==> src/rtl/pedagio_pkg.sv <==
// Shared types and constants for the pedagio sensor front-end.
// Axle codes match the toll core's SW[1:0] encoding.
package pedagio_pkg;

  localparam int WEIGHT_W = 8;
  localparam int PESO_W   = 4;
  localparam int AXLE_W   = 3;
  localparam int STUCK_W  = 16;

  typedef enum logic [1:0] {
    ST_IDLE    = 2'd0,
    ST_PASSING = 2'd1,
    ST_EMIT    = 2'd2
  } state_t;

  localparam logic [1:0] EIXOS_2 = 2'b00;
  localparam logic [1:0] EIXOS_3 = 2'b01;
  localparam logic [1:0] EIXOS_4 = 2'b10;
  localparam logic [1:0] EIXOS_5 = 2'b11;

  localparam logic [AXLE_W-1:0] AXLE_MAX = '1;

  typedef struct packed {
    logic       err;
    logic [1:0] eixos;
  } axle_code_t;

  // Counts the core cannot represent map to code 00 with the error flag.
  function automatic axle_code_t encode_axles(input logic [AXLE_W-1:0] count);
    axle_code_t code;
    code.err   = 1'b0;
    code.eixos = EIXOS_2;
    case (count)
      3'd2:    code.eixos = EIXOS_2;
      3'd3:    code.eixos = EIXOS_3;
      3'd4:    code.eixos = EIXOS_4;
      3'd5:    code.eixos = EIXOS_5;
      default: code.err   = 1'b1;
    endcase
    return code;
  endfunction

endpackage

==> src/rtl/pedagio_sensor_front_debounce.sv <==
// Two-flop synchronizer, counting debouncer and registered rise/fall pulses
// that coincide with the cycle the debounced level changes.
module pedagio_debounce #(
  parameter int DEBOUNCE_CYCLES = 4
) (
  input  logic clk,
  input  logic reset,
  input  logic raw,
  output logic level,
  output logic rise,
  output logic fall
);

  localparam int CW = (DEBOUNCE_CYCLES < 2) ? 1 : $clog2(DEBOUNCE_CYCLES + 1);
  localparam logic [CW-1:0] CNT_LAST = CW'(DEBOUNCE_CYCLES - 1);

  logic          meta;
  logic          synced;
  logic [CW-1:0] cnt;

  always_ff @(posedge clk) begin
    if (reset) begin
      meta   <= 1'b0;
      synced <= 1'b0;
      level  <= 1'b0;
      cnt    <= '0;
      rise   <= 1'b0;
      fall   <= 1'b0;
    end else begin
      meta   <= raw;
      synced <= meta;
      rise   <= 1'b0;
      fall   <= 1'b0;
      // Any sample that agrees with the current level restarts the run.
      if (synced != level) begin
        if (cnt == CNT_LAST) begin
          level <= synced;
          cnt   <= '0;
          rise  <= synced;
          fall  <= ~synced;
        end else begin
          cnt <= cnt + 1'b1;
        end
      end else begin
        cnt <= '0;
      end
    end
  end

endmodule

==> src/rtl/pedagio_sensor_front.sv <==
// Sensor front-end: conditions loop/treadle inputs and emits one registration
// event per vehicle toward the toll core over a valid/ready link.
module pedagio_sensor_front
  import pedagio_pkg::*;
#(
  parameter int DEBOUNCE_CYCLES = 4,
  parameter int STUCK_CYCLES    = 1000
) (
  input  logic                CLOCK_50,
  input  logic                reset,
  input  logic                presence_in,
  input  logic                axle_in,
  input  logic [WEIGHT_W-1:0] weight_raw,
  output logic                evt_valid,
  input  logic                evt_ready,
  output logic [1:0]          evt_eixos,
  output logic [PESO_W-1:0]   evt_peso,
  output logic                evt_err,
  output logic                busy,
  output logic                overrun,
  output logic [AXLE_W-1:0]   axle_count
);

  // Handshake: evt_valid rises on EMIT entry and holds, with the payload
  // frozen, until a cycle where evt_valid && evt_ready; that cycle transfers.

  localparam logic [STUCK_W-1:0] STUCK_LIMIT = STUCK_W'(STUCK_CYCLES);

  logic pres_level, pres_rise, pres_fall;
  logic axle_level_unused, axle_fall_unused, axle_rise;

  pedagio_debounce #(.DEBOUNCE_CYCLES(DEBOUNCE_CYCLES)) u_presence (
    .clk   (CLOCK_50),
    .reset (reset),
    .raw   (presence_in),
    .level (pres_level),
    .rise  (pres_rise),
    .fall  (pres_fall)
  );

  pedagio_debounce #(.DEBOUNCE_CYCLES(DEBOUNCE_CYCLES)) u_axle (
    .clk   (CLOCK_50),
    .reset (reset),
    .raw   (axle_in),
    .level (axle_level_unused),
    .rise  (axle_rise),
    .fall  (axle_fall_unused)
  );

  state_t               state, state_next;
  logic [WEIGHT_W-1:0]  max_w, max_next;
  logic [STUCK_W-1:0]   stuck_cnt;
  logic [AXLE_W-1:0]    count_next;
  logic                 rearm_block;
  logic                 start_pass;
  logic                 stuck_exit;
  logic                 to_emit;
  logic                 transfer;
  axle_code_t           code_next;

  // Datapath lookahead: an axle rise in the exit cycle is already counted.
  always_comb begin
    count_next = axle_count;
    if (axle_rise && (axle_count != AXLE_MAX)) count_next = axle_count + 1'b1;
    max_next   = (weight_raw > max_w) ? weight_raw : max_w;
    code_next  = encode_axles(count_next);
    stuck_exit = (state == ST_PASSING) && (stuck_cnt >= STUCK_LIMIT) && !axle_rise;
    start_pass = (state == ST_IDLE) && pres_rise && !rearm_block;
    to_emit    = (state == ST_PASSING) && (pres_fall || stuck_exit);
    transfer   = (state == ST_EMIT) && evt_ready;
  end

  always_ff @(posedge CLOCK_50) begin
    if (reset) state <= ST_IDLE;
    else       state <= state_next;
  end

  always_comb begin
    state_next = state;
    case (state)
      ST_IDLE:    if (start_pass) state_next = ST_PASSING;
      ST_PASSING: if (to_emit)    state_next = ST_EMIT;
      ST_EMIT:    if (transfer)   state_next = ST_IDLE;
      default:    state_next = ST_IDLE;
    endcase
  end

  always_comb begin
    evt_valid = (state == ST_EMIT);
    busy      = (state != ST_IDLE);
  end

  always_ff @(posedge CLOCK_50) begin
    if (reset) begin
      axle_count  <= '0;
      max_w       <= '0;
      stuck_cnt   <= '0;
      evt_eixos   <= EIXOS_2;
      evt_peso    <= '0;
      evt_err     <= 1'b0;
      overrun     <= 1'b0;
      rearm_block <= 1'b0;
    end else begin
      if (start_pass) begin
        axle_count <= '0;
        max_w      <= weight_raw;
        stuck_cnt  <= '0;
      end
      if (state == ST_PASSING) begin
        axle_count <= count_next;
        max_w      <= max_next;
        stuck_cnt  <= axle_rise ? '0 : stuck_cnt + 1'b1;
      end
      if (to_emit) begin
        evt_eixos <= code_next.eixos;
        evt_err   <= code_next.err | stuck_exit;
        evt_peso  <= max_next[WEIGHT_W-1 -: PESO_W];
      end
      // A parked vehicle must clear the loop before another event can start.
      if (stuck_exit)       rearm_block <= 1'b1;
      else if (!pres_level) rearm_block <= 1'b0;
      if ((state == ST_EMIT) && pres_rise) overrun <= 1'b1;
    end
  end

endmodule
==> config.mk <==
export PLATFORM = sky130hd
export DESIGN_NAME = pedagio_sensor_front
export DESIGN_NICKNAME = d
export VERILOG_FILES = /design/src/rtl/pedagio_pkg.sv /design/src/rtl/pedagio_sensor_front_debounce.sv /design/src/rtl/pedagio_sensor_front.sv
export SDC_FILE = /design/constraint.sdc
export NUM_CORES = 1
export LEC_CHECK = 0
export ABC_AREA = 1
export CELL_PAD_IN_SITES_DETAIL_PLACEMENT = 1
export CELL_PAD_IN_SITES_GLOBAL_PLACEMENT = 2
export CORE_UTILIZATION = 30
export CTS_BUF_LIST = sky130_fd_sc_hd__clkbuf_8
export CTS_CLUSTER_DIAMETER = 80
export DETAILED_ROUTE_END_ITERATION = 7
export PLACE_DENSITY = 0.79
export SLEW_MARGIN = 5
export SYNTH_ARGS = -nofsm -noshare
export SYNTH_HDL_FRONTEND = slang
export SYNTH_SLANG_ARGS = --single-unit
==> constraint.sdc <==
create_clock -name CLOCK_50 -period 1.5 [get_ports CLOCK_50]
set_input_delay 0.3 -clock CLOCK_50 [delete_from_list [all_inputs] [get_ports CLOCK_50]]
set_output_delay 0.3 -clock CLOCK_50 [all_outputs]
set_load 0.02 [all_outputs]
## Yosys cells after proc, flatten, opt, wreduce, memory -nomap -nowiden

Cells that the tools add are included.

- Bits in registers: 53
- Bits of input ports: 13
- Output and inout bits: 13
- Logic and storage cells: 89

- Add/sub/neg operators: 4
- $lt $le $gt $ge: 2
- Equality and inequality tests: 16
- Mux-type cells: 17
- Bitwise operators: 6
- Reductions and logical operators: 23

Operators by type and width:

| cell | count |
|---|---|
| $mux W16 | 3 |
| $mux W8 | 3 |
| $add A16 B1 Y16 const B | 1 |
| $ge A16 B10 Y1 const B | 1 |
| $eq A3 B2 Y1 const B | 4 |
| $pmux W2 S3 | 2 |
| $reduce_or A3 Y1 | 4 |
| $add A3 B1 Y3 const B | 3 |
| $mux W3 | 3 |
| $gt A8 B8 Y1 | 1 |
| $logic_and A1 B1 Y1 | 8 |
| $ne A2 B2 Y1 const B | 4 |
| $eq A3 B3 Y1 const B | 2 |
| $mux W2 | 3 |
| $reduce_and A2 Y1 | 3 |
| $not A1 Y1 | 5 |
| $reduce_bool A2 Y1 | 2 |
| $reduce_or A4 Y1 | 1 |
| $mux W1 | 3 |
| $ne A3 B3 Y1 const B | 1 |
| $reduce_and A3 Y1 | 1 |
| $eq A2 B1 Y1 const B | 1 |
| $eq A2 B2 Y1 const B | 1 |
| $logic_not A1 Y1 | 2 |
| other kinds (5) | 6 |

## Depth between registers and ports, before layout

Gate-level depths: netlist of run 1.

- Depth in word-level cells: 7
- Gate-level depth with buffers: 15
- Mapped depth without buffers: 15

## By module

From an unflattened synthesis of run 1, not the netlist that was laid out.

- Cells, all modules: 393
- Area total of the unflattened synthesis: 2796.4 sq um

By module, submodules not included:

| module | instances | cells an instance | area an instance (sq um) | sequential area each (sq um) |
|---|---|---|---|---|
| pedagio_sensor_front | 1 | 329 | 2223.4 | 760.7 |
| pedagio_debounce | 2 | 32 | 286.5 | 160.2 |

## Worst setup path before layout of run 1

Ideal clock, no wire load.

- Path kind: register to register
- Start point: register axle_count[0]
- End point: register evt_eixos[0]
- Library setup time: 115 ps
- Arrival time: 1452 ps
- Slack: -67 ps
- Cell stages (with the launch flop): 12
- Clock period less this slack: 1567 ps
- Cell sequence: dfxtp_1 -> ha_1 -> ha_1 -> inv_1 -> nand2_1 -> nand2_1 -> o21ai_1 -> inv_1 -> nand2_1 -> nand2_1 -> a21oi_1 -> nor2_1

- Word-level cells in the longest chain between the ends: 5

RTL lines:

| item | RTL line | source |
|---|---|---|
| from (decl) | pedagio_sensor_front.sv:21 | `output logic [AXLE_W-1:0] axle_count` |
| from (signal assigned) | pedagio_sensor_front.sv:110 | `axle_count <= count_next;` |
| parallel branches: the longest is 2 deep, another holds $add A3 B1 Y3 | -- |  |
| $mux W3 * | pedagio_sensor_front.sv:64 | `if (axle_rise && (axle_count != AXLE_MAX)) count_next = axle_count + 1'b1;` |
| $eq A3 B3 Y1 or $eq A3 B2 Y1 (tied branches) | pedagio_pkg.sv:33 | `case (count)` |
| $pmux W2 S3 * | pedagio_pkg.sv:33 |  |
| to (signal assigned) | pedagio_sensor_front.sv:115 | `evt_eixos <= code_next.eixos;` |
| to (decl) | pedagio_sensor_front.sv:16 | `output logic [1:0] evt_eixos,` |

Every way passes the cells marked *.
A chain may end at the register's enable or synchronous reset.

## Final worst setup path of run 1

- Start point: register max_w[5]
- End point: register evt_peso[1]

- Word-level cells in the longest chain between the ends: 2

RTL lines:

| item | RTL line | source |
|---|---|---|
| from (decl) | pedagio_sensor_front.sv:51 | `logic [WEIGHT_W-1:0] max_w, max_next;` |
| from (signal assigned) | pedagio_sensor_front.sv:106 | `max_w <= weight_raw;` |
| from (signal assigned) | pedagio_sensor_front.sv:111 | `max_w <= max_next;` |
| $gt A8 B8 Y1 | pedagio_sensor_front.sv:65 | `max_next = (weight_raw > max_w) ? weight_raw : max_w;` |
| $mux W8 * | pedagio_sensor_front.sv:65 |  |
| to (signal assigned) | pedagio_sensor_front.sv:117 | `evt_peso <= max_next[WEIGHT_W-1 -: PESO_W];` |
| to (decl) | pedagio_sensor_front.sv:17 | `output logic [PESO_W-1:0] evt_peso,` |

Every way passes the cells marked *; elsewhere a longest branch is shown, timed or not. The select of a mux whose other input is x is not followed.

==> results by group, run 1 <==
Critical path
  • Reg-to-reg startpoint: max_w[5]
  • CP Cell Sequence: inv_1, ha_4, nand2_2, nor2_4, nand4_1, nand2_2, nand2_2, nand2_1, nand2_1, nand2_1, inv_1
  • Crit Path Category: reg -> reg
  • CP peak stage delay: 320 ps
  • CP startpoint: max_w[5]
  • Critical Path AT: 1840 ps
  • Critical Path RT: 1720 ps
  • Type of origin of the critical path: flop
  • Worst-path fanout max: 4
  • Crit path max-delay cell type: dfxtp_1
  • Crit path capture type: flop

Detailed routing
  • Drt drc: 0
  • Final wirelength: 7410 µm
  • Vias per inst: 4.64
  • Final ANT Viol Nets: 0
  • Drt initial violations: 39
  • DR WL met2: 3760 µm
  • Max layer used: met4
  • Drt first pass iters: 4
  • DR WL met3: 139 µm
  • M1 WL: 3460 µm
  • Vias: 2675
  • WL/cell: 12.9 µm

Timing
  • Setup violations, final: 12
  • Worst-margin pin slew: 534 ps
  • RSZ-0062 raised after global routing: true
  • Slew Viols, Final: 0
  • Relative slew slack: 0.643
  • Final setup margin: -123 ps
  • Hold_ws: 412 ps
  • Clock period minus final worst setup slack: 1620 ps
  • Max Freq: 616 MHz
  • Fin crit share: 1.08
  • Final Hold Vio Count: 0
  • Skew final: 11.0 ps

Finish
  • Area grow syn2layout: 44.7%
  • Ratio of cells with drive above 1 in the final layout: 0.348
  • Non-Filler Instances: 576
  • Ant diodes: 0
  • Final nets: 496
  • # fillers: 1100

Global route
  • First-pass GRT wire length: 11800 µm
  • Total congestion overflow: 0
  • GRT Total Usage: 0.151
  • Vias in the first global route: 2656
  • Largest net degree at the start of global routing: 19
  • Initial antenna violation count: 0

Logic synthesis
  • Async S/R FF share, synth: 0
  • YS warnings: 0
  • Synth Instances: 386
  • Top cell type's share of synthesized area: 0.388
  • Largest cells by area after synthesis: dfxtp_1 39%, nand2_1 13%, inv_1 9.6%
  • Mapped Area: 0.00273 mm²
  • Main synth FF type: dfxtp_1
  • Syn avg cell area: 7.08 µm²
  • Cell taking the most area after synthesis: dfxtp_1
  • Post-synth EDFFs: 0
  • Syn_nets: 415
  • #FFs+latches synth: 53
  • Synth cell types: 36
  • Register area share after synthesis: 0.388

Die
  • Starting Density: 0.312
  • Die area: 0.00949 mm²
  • Die height: 97.4 µm
  • Row count: 34
  • Core Area: 0.00876 mm²
  • I/O Pins: 26
  • Die X: 97.4 µm

Clock tree
  • Clk_lat worst skew: 310 ps
  • H-tree Lvls: 2
  • Root buf cell: clkbuf_8
  • CTS tree: built
  • Hold buffers post-CTS: 0
  • Inserted Clock Buffers: 5
  • Reg clk slew, reported paths: 110 ps
  • Longest Clk Path Bufs: 2
  • Clk sinks: 53

Run status
  • Status: finished with violations
  • Violated checks: setup timing

Power
  • VDD IR max: 0.402 mV
  • Sequential power share: 0.571
  • Clk pwr share: 0.354
  • Sw power: 0.637 mW
  • PD cells: 625 mW/mm²
  • Comb power frac: 0.075
  • Int Pwr: 1.84 mW
  • Switching Fraction: 0.258
  • Leakage: 1.75 nW

Place
  • IO Port Bufs: 25
  • Setup WS pre-CTS: -553 ps
  • Dpl hpwl: 5360 µm
  • GP Congestion: 0.769
  • Post-Place Cells: 559

Flow run
  • Maxcap violations: 0

Worst hold path
  • Hold path start: u_presence.meta
  • HP Class: reg -> reg
[placed cells by master (no fill, tap or decap), drive strengths merged]
| cell type | netlist | routed |
|---|---|---|
| nand2 | 100 | 101 |
| inv | 71 | 73 |
| buf | 5 | 56 |
| dfxtp | 53 | 53 |
| nor2 | 42 | 42 |
| a21oi | 31 | 31 |
| nand3 | 22 | 22 |
| dlygate4sd2 | 0 | 18 |
| ha | 16 | 16 |
| o21ai | 14 | 14 |
| o22ai | 5 | 5 |
| clkbuf | 2 | 5 |
| nor3 | 5 | 5 |
| clkdlybuf4s50 | 0 | 4 |
| a211oi | 3 | 3 |
| clkinv | 2 | 3 |
| nand3b | 3 | 3 |
| o211ai | 2 | 2 |
| a221oi | 2 | 2 |
| a31oi | 2 | 2 |
| clkdlybuf4s15 | 0 | 2 |
| xnor2 | 2 | 2 |
| a21o | 1 | 1 |
| nand4 | 1 | 1 |
| a31o | 1 | 1 |
| and3 | 1 | 1 |
[layout make-up]
class                           count  area, µm²  area share
Tap cell                          108        135      0.0342
Multi-Input combinational cell    254       1700       0.430
Clock inverter                      3       26.3     0.00664
Sequential cell                    53       1080       0.274
Timing Repair Buffer               80        656       0.166
Inverter                           73        287      0.0724
Clock buffer                        5       68.8      0.0174
[sequential cells by signal (all words and copies together) (netlist names), 2 cells and up]
register        cells
axle_count          3
evt_eixos           2
evt_peso            4
max_w               8
state               2
stuck_cnt          16
u_axle.cnt          3
u_presence.cnt      3
[synthesized netlist by cell type, types with 2 or more instances]
cell and n:
nor2_2 4, a31oi_1 2, o211ai_1 2, nand2_1 91, xnor2_1 2, a21oi_1 30, a211oi_1 3, o21ai_1 4
nor2_1 37, buf_2 4, clkbuf_1 2, nor3_1 3, clkinv_4 2, a221oi_1 2, nand2_4 2, ha_1 16
o21ai_0 9, nand3_1 21, nand2_2 7, dfxtp_1 53, nand3b_1 2, o22ai_1 5, inv_1 70
[metrics by stage]
stage	setup TNS (ps)	util	power [mW]	instance area (µm²)
3_3_place_gp	-6340	0.394	1.60	3450
3_5_place_dp	-6830	0.394	1.60	3450
2_1_floorplan	-2.01	-	1.52	2740
4_1_cts	-1490	0.420	2.49	3680
5_1_grt	-2840	0.451	2.58	3960
6_report	-1070	0.451	2.47	3960
[final timing paths]
path                             to  slack [ps]  cells past startpoint
hold / removal    u_presence.synced         410                      2
hold reg to reg   u_presence.synced         410                      2
setup reg to reg        evt_peso[1]        -120                     11
setup / recovery        evt_peso[1]        -120                     11
[per-layer routing]
| layer | global-route usage | up-vias |
|---|---|---|
| met5 | 0 | - |
| met2 | 0.267 | 20 |
| li1 | - | 1382 |
| met4 | 0.0373 | 0 |
| met3 | 0.0223 | 4 |
| met1 | 0.193 | 1269 |
[what timing repair did]
item,in CTS,in global routing
pin swaps,29,29
setup endpoints to repair,30,26
gates cloned,1,0
hold endpoints to repair,0,0
gates resized for setup,57,65
buffers inserted,2,6
[power groups by stage]
stage / Clock (mW) / Sequential (mW) / Combinational, mW
2_1_floorplan: 0 / 1.45 / 0.0748
3_3_place_gp: 0 / 1.45 / 0.149
3_5_place_dp: 0 / 1.45 / 0.154
4_1_cts: 0.915 / 1.42 / 0.161
5_1_grt: 0.957 / 1.41 / 0.209
6_report: 0.875 / 1.41 / 0.185
[critical path, delay by kind of cell (launching register included)]
family	cells	cell delay, ps
flops	1	320
fa+ha+maj	1	280
buf+inv	2	120
simple gates	8	810
[logic make-up after synthesis]
logic type      after synthesis  synth area share
compound gates               61             0.127
simple gates                174             0.288
buf+inv                      80             0.117
xor+xnor                      2           0.00641
fa+ha+maj                    16            0.0733
flops                        53             0.388
No activity file was read; power rests on OpenSTA's default activity.
==> run 2, diff against run 1 <==
==> constraint.sdc (replaced) <==
create_clock -name CLOCK_50 -period 1.5 [get_ports CLOCK_50]
set_input_delay 0.225 -clock CLOCK_50 [delete_from_list [all_inputs] [get_ports CLOCK_50]]
set_output_delay 0.225 -clock CLOCK_50 [all_outputs]
set_load 0.02 [all_outputs]
==> results by group, run 2 (synthesized netlist as in run 1, its figures left out) <==
Critical path
  • Critical Path AT: 1890 ps (+50 ps)
  • Worst-path fanout max: 4 (unchanged)
  • Critical Path RT: 1710 ps (about the same)
  • Worst setup path end: evt_peso[0]
  • CP startpoint: max_w[6]
  • Flop2flop setup slack: -180 ps (-50 ps)
  • Reg-to-reg startpoint: max_w[6]
  • Crit Path Category: reg -> reg
  • Crit path capture type: flop
  • Depth of the most critical reg-to-reg path: 11 (unchanged)
  • Reg2Reg Capture Point: evt_peso[0]
  • Type of origin of the critical path: flop

Clock tree
  • Clk_lat worst skew: 320 ps (about the same)
  • Inserted Clock Buffers: 5 (unchanged)
  • Longest Clk Path Bufs: 2 (unchanged)
  • Clk sinks: 53 (unchanged)
  • Reg clk slew, reported paths: 110 ps (about the same)
  • CTS tree: built
  • H-tree Lvls: 2 (unchanged)
  • Hold buffers post-CTS: 0 (unchanged)
  • Root buf cell: clkbuf_8

Die
  • Die X: 97.4 µm (unchanged)
  • Starting Density: 0.312 (unchanged)
  • Die height: 97.4 µm (unchanged)
  • I/O Pins: 26 (unchanged)
  • Die area: 0.00949 mm² (unchanged)
  • Core Area: 0.00876 mm² (unchanged)
  • Row count: 34 (unchanged)

Finish
  • Final nets: 493 (-0.60%)
  • Number of flip-flops in the largest register: 16 (unchanged)
  • # fillers: 1115 (+1.4%)
  • Area grow syn2layout: 45.4%
  • Commonest non-fill, non-tap cell in the layout: nand2_1
  • Most flops, register: stuck_cnt
  • Ratio of cells with drive above 1 in the final layout: 0.357 (+0.00870)
  • Ant diodes: 0 (unchanged)
  • Most frequent cells in the layout: 72 x nand2_1, 61 x inv_1, 49 x buf_4
  • Fin area: 0.00397 mm² (+0.44%)
  • Biggest regs: stuck_cnt (16), max_w (8), evt_peso (4)

Place
  • Area after DPL: 0.00344 mm² (-0.43%)
  • Dpl hpwl: 5430 µm (+1.4%)
  • IO Port Bufs: 25 (unchanged)
  • Setup WS pre-CTS: -502 ps (+50.9 ps)
  • GP Congestion: 0.767 (-0.25%)

Detailed routing
  • Final ANT Viol Nets: 0 (unchanged)
  • Drt first pass iters: 5 (+1)
  • Vias per inst: 4.70 (+1.2%)
  • Drt drc: 0 (unchanged)
  • Final wirelength: 7770 µm (+4.9%)
  • Drt initial violations: 22 (-44%)
  • Vias: 2694 (+0.71%)
  • WL/cell: 13.6 µm (+5.5%)

Power
  • VDD IR max: 0.525 mV (+30%)
  • Sequential power share: 0.565 (-0.006)
  • Int Pwr: 1.88 mW (+2.1%)
  • Sw power: 0.627 mW (-1.6%)
  • PD cells: 630 mW/mm² (+0.71%)
  • Comb power frac: 0.074 (about the same)
  • Leakage: 1.79 nW (+1.9%)
  • Switching Fraction: 0.250 (-0.00711)
  • Clk pwr share: 0.361 (+0.007)

Timing
  • Relative slew slack: 0.660 (+0.0168)
  • Max Freq: 597 MHz (-3.1%)
  • Worst-margin pin slew: 509 ps (-25.2 ps)
  • Clock period minus final worst setup slack: 1680 ps (+52.8 ps)
  • Skew final: 16.2 ps (+5.18 ps)
  • Fin crit share: 1.12 (+0.0352)
  • Slew Viols, Final: 0 (unchanged)
  • Final Hold Vio Count: 0 (unchanged)
  • Setup violations, final: 13 (+1)
  • RSZ-0062 raised after global routing: true
  • Final setup margin: -176 ps (-52.8 ps)

Global route
  • Total congestion overflow: 0 (unchanged)
  • Initial antenna violation count: 0 (unchanged)
  • Vias in the first global route: 2802 (+5.5%)
  • Largest net degree at the start of global routing: 18 (-1)
  • First-pass GRT wire length: 12800 µm (+9.0%)
  • GRT Total Usage: 0.165 (+0.0132)

Run status
  • Status: finished with violations
  • Violated checks: setup timing

Flow run
  • Maxcap violations: 0 (unchanged)

Worst hold path
  • HP Class: reg -> reg
-- run 2: worst min-delay path by stage --
stage	start	to	cells after the start
finish	u_presence.meta	u_presence.synced	2
global placement	u_axle.meta	u_axle.synced	2
detailed placement	u_presence.meta	u_presence.synced	2
global route	u_presence.meta	u_presence.synced	2
CTS	axle_in	u_axle.meta	3
floorplan	axle_in	u_axle.meta	2
-- run 2: metrics by stage --
stage	total power, mW	hold WS (ps)	std cells	util	setup TNS, ps
after CTS	2.54	414	570	0.429	-1590
final	2.50	413	573	0.453	-1320
after detailed placement	1.60	399	557	0.392	-6050
after global routing	2.61	438	573	0.453	-3010
after global placement	1.59	390	557	0.392	-5180
after floorplan	1.52	332	386	-	-2.01
-- run 2: layer usage --
| metal | part of all wire | wire, µm | global-route usage |
|---|---|---|---|
| met2 | 0.51 | 3980 | 0.297 |
| met4 | 0.0050 | 39 | 0.0238 |
| met5 | 0 | 0 | 0 |
| met3 | 0.019 | 148 | 0.0302 |
| met1 | 0.46 | 3600 | 0.207 |
-- run 2: timing repair --
| action | in CTS | in global routing |
|---|---|---|
| gates cloned | 1 | 0 |
| pin swaps | 28 | 29 |
| endpoints found under the setup margin | 28 | 29 |
| hold endpoints to repair | 0 | 0 |
| resized for setup | 65 | 57 |
| setup buffers | 4 | 3 |
-- run 2: layout make-up --
cell class | instances | area (µm²) | area share
clock buffer | 6 | 82.6 | 0.0208
multi-input combinational | 254 | 1720 | 0.433
clock inverter | 2 | 16.3 | 0.00409
sequential | 53 | 1080 | 0.273
tap | 108 | 135 | 0.0340
inverter | 73 | 289 | 0.0728
timing repair buffer | 77 | 643 | 0.162
-- run 2: power by group through the flow --
stage               registers (mW)  logic, mW  clock network [mW]
floorplan                     1.45     0.0748                   0
global placement              1.45      0.145                   0
detailed placement            1.45      0.149                   0
CTS                           1.41      0.180               0.942
global route                  1.41      0.207               0.986
finish                        1.41      0.186               0.903
-- run 2: critical path, stage by stage, from the launching register on --
cell     delay (ps)
dfxtp_2         360
inv_4            50
ha_4            260
nand2_4          50
nor2_4           90
nand4_1         230
nand2_2         200
nand2_1         120
nand2_1          70
nand2_1          40
nand2_1          60
inv_1            30
==> edit (config.mk and constraints of run 1) <==
The package constant `PESO_W` goes from 4 to 5.
--- a/src/rtl/pedagio_pkg.sv
+++ b/src/rtl/pedagio_pkg.sv
@@ -3,7 +3,7 @@
 package pedagio_pkg;
 
   localparam int WEIGHT_W = 8;
-  localparam int PESO_W   = 4;
+  localparam int PESO_W   = 5;
   localparam int AXLE_W   = 3;
   localparam int STUCK_W  = 16;
 
Interface: changed (resized evt_peso); port bits go from 26 to 27. No check against the original RTL was run, so the function may have changed too.
==> edit against run 1 <==
  * Synthesized area rose by 1.1%
  * Combinational power rose by 24%
  * Design area rose by 4.3%
  * First-iteration DRC count fell by 23%
  * The flow finishes with violations (design-rule violations, negative setup slack)
  * Power rose by 2.7%
  * Wire length rose by 10%
  * Worst setup slack got worse by 0.090 ns
  * Critical path depth rose by 1
  * Sequential cell count rose by 1
  * Core utilization rose by 1.7 points
  * Clock power fell by 0.6%
  * Hold slack improved by 0.0015 ns
==> edit: results (changes against run 1) <==
| Metric | Value |
|---|---|
| Status | complete, but fails checks |
| Failing checks | design-rule violations, negative setup slack |
| Max IR drop VDD | 0.000410 V (+1.9%) |
| DR DRC count | 2 (+2) |
| Arr. time, crit path | 1.94 ns (+0.10 ns) |
| Total Routing Usage GR | 17.5% (+2.4 points) |
| Synth cell types | 34 (-5.6%) |
| Clock network power share | 34.3% (-1.1 points) |
| Max incr delay on CP | 0.34 ns (+0.02 ns) |
| Filler cells | 1071 (-2.6%) |
| Relative slew slack | 80.7% (+16 points) |
| First-pass GRT wire length | 13700 um (+17%) |
| Initial drt markers | 30 (-23%) |
| Setup violators final | 14 (+2) |
| PortBufs | 26 (+4.0%) |
| Setup bufs post-CTS | 7 (+5) |
| Share of post-route cells with drive strength above 1 | 36.6% (+1.8 points) |
| Post-Synth XOR/XNOR Area | 0.634% (-0.0067 points) |
| Synth Area in Compound Gates | 13.5% (+0.73 points) |
| Biggest regs | stuck_cnt x16, max_w x8, evt_peso x5 |
| Fin worst setup slack | -0.214 ns (-0.0904 ns) |
| Synthesized Nets | 428 (+3.1%) |
| Post-cts resize count | 101 (+77%) |
| Vias in the first global route | 2981 (+12%) |
| Setup WS pre-CTS | -0.670 ns (-0.117 ns) |
| Final clock-cell share | 2.21% (-0.19 points) |
| Dpl cells | 567 (+1.4%) |
| Post-Syn Instances | 399 (+3.4%) |
| CTS sink count | 54 (+1.9%) |
| Nets | 506 (+2.0%) |
| Switching Share | 25.9% (+0.13 points) |
| Fin Clk Skew | 0.0137 ns (+0.00271 ns) |
| Via/cell ratio | 4.71 (+1.5%) |
| Synth area leaders | dfxtp_1, nand2_1, inv_1 |
| Seq/total area | 26.7% (-0.67 points) |
| Sequential fraction of the synthesis area | 39.1% (+0.32 points) |
| Reg2reg path depth | 12 (+1) |
| Count of multi-input gates | 264 (+3.9%) |
| Final WL | 8160 um (+10%) |
| Post-DP Area | 0.00345 mm^2 (about the same) |
| Leakage | 1.75 nW (about the same) |
| First drt pass iteration count | 5 (+1) |
| Vias | 2761 (+3.2%) |
| GPL Wtd Cong | 0.829 (+7.8%) |
| Critical Path Source | max_w[4] |
==> edit: cell types whose count changed after synthesis, sizes merged, moves of 2 or more <==
cell          run 1  this run
nor3              5         1
nand4             1         3
nor2             42        52
nand2           100       102
==> edit: per-stage QoR <==
step	setup TNS [ns]	power, mW	hold slack, ns	utilization (%)
floorplan	-0.356	1.55	0.388	-
global placement	-7.63	1.63	0.396	39.2
detailed placement	-8.41	1.64	0.402	39.2
CTS	-1.58	2.56	0.419	44.1
global route	-3.97	2.65	0.432	46.8
finish	-2.41	2.54	0.414	46.8
==> edit: layer usage <==
| layer | part of all wire, % | GRT usage, % | up-vias |
|---|---|---|---|
| li1 | - | - | 1409 |
| met1 | 44 | 20.7 | 1313 |
| met2 | 53 | 33.1 | 27 |
| met3 | 1.9 | 2.72 | 12 |
| met4 | 1.4 | 3.96 | 0 |
| met5 | 0 | 0 | - |
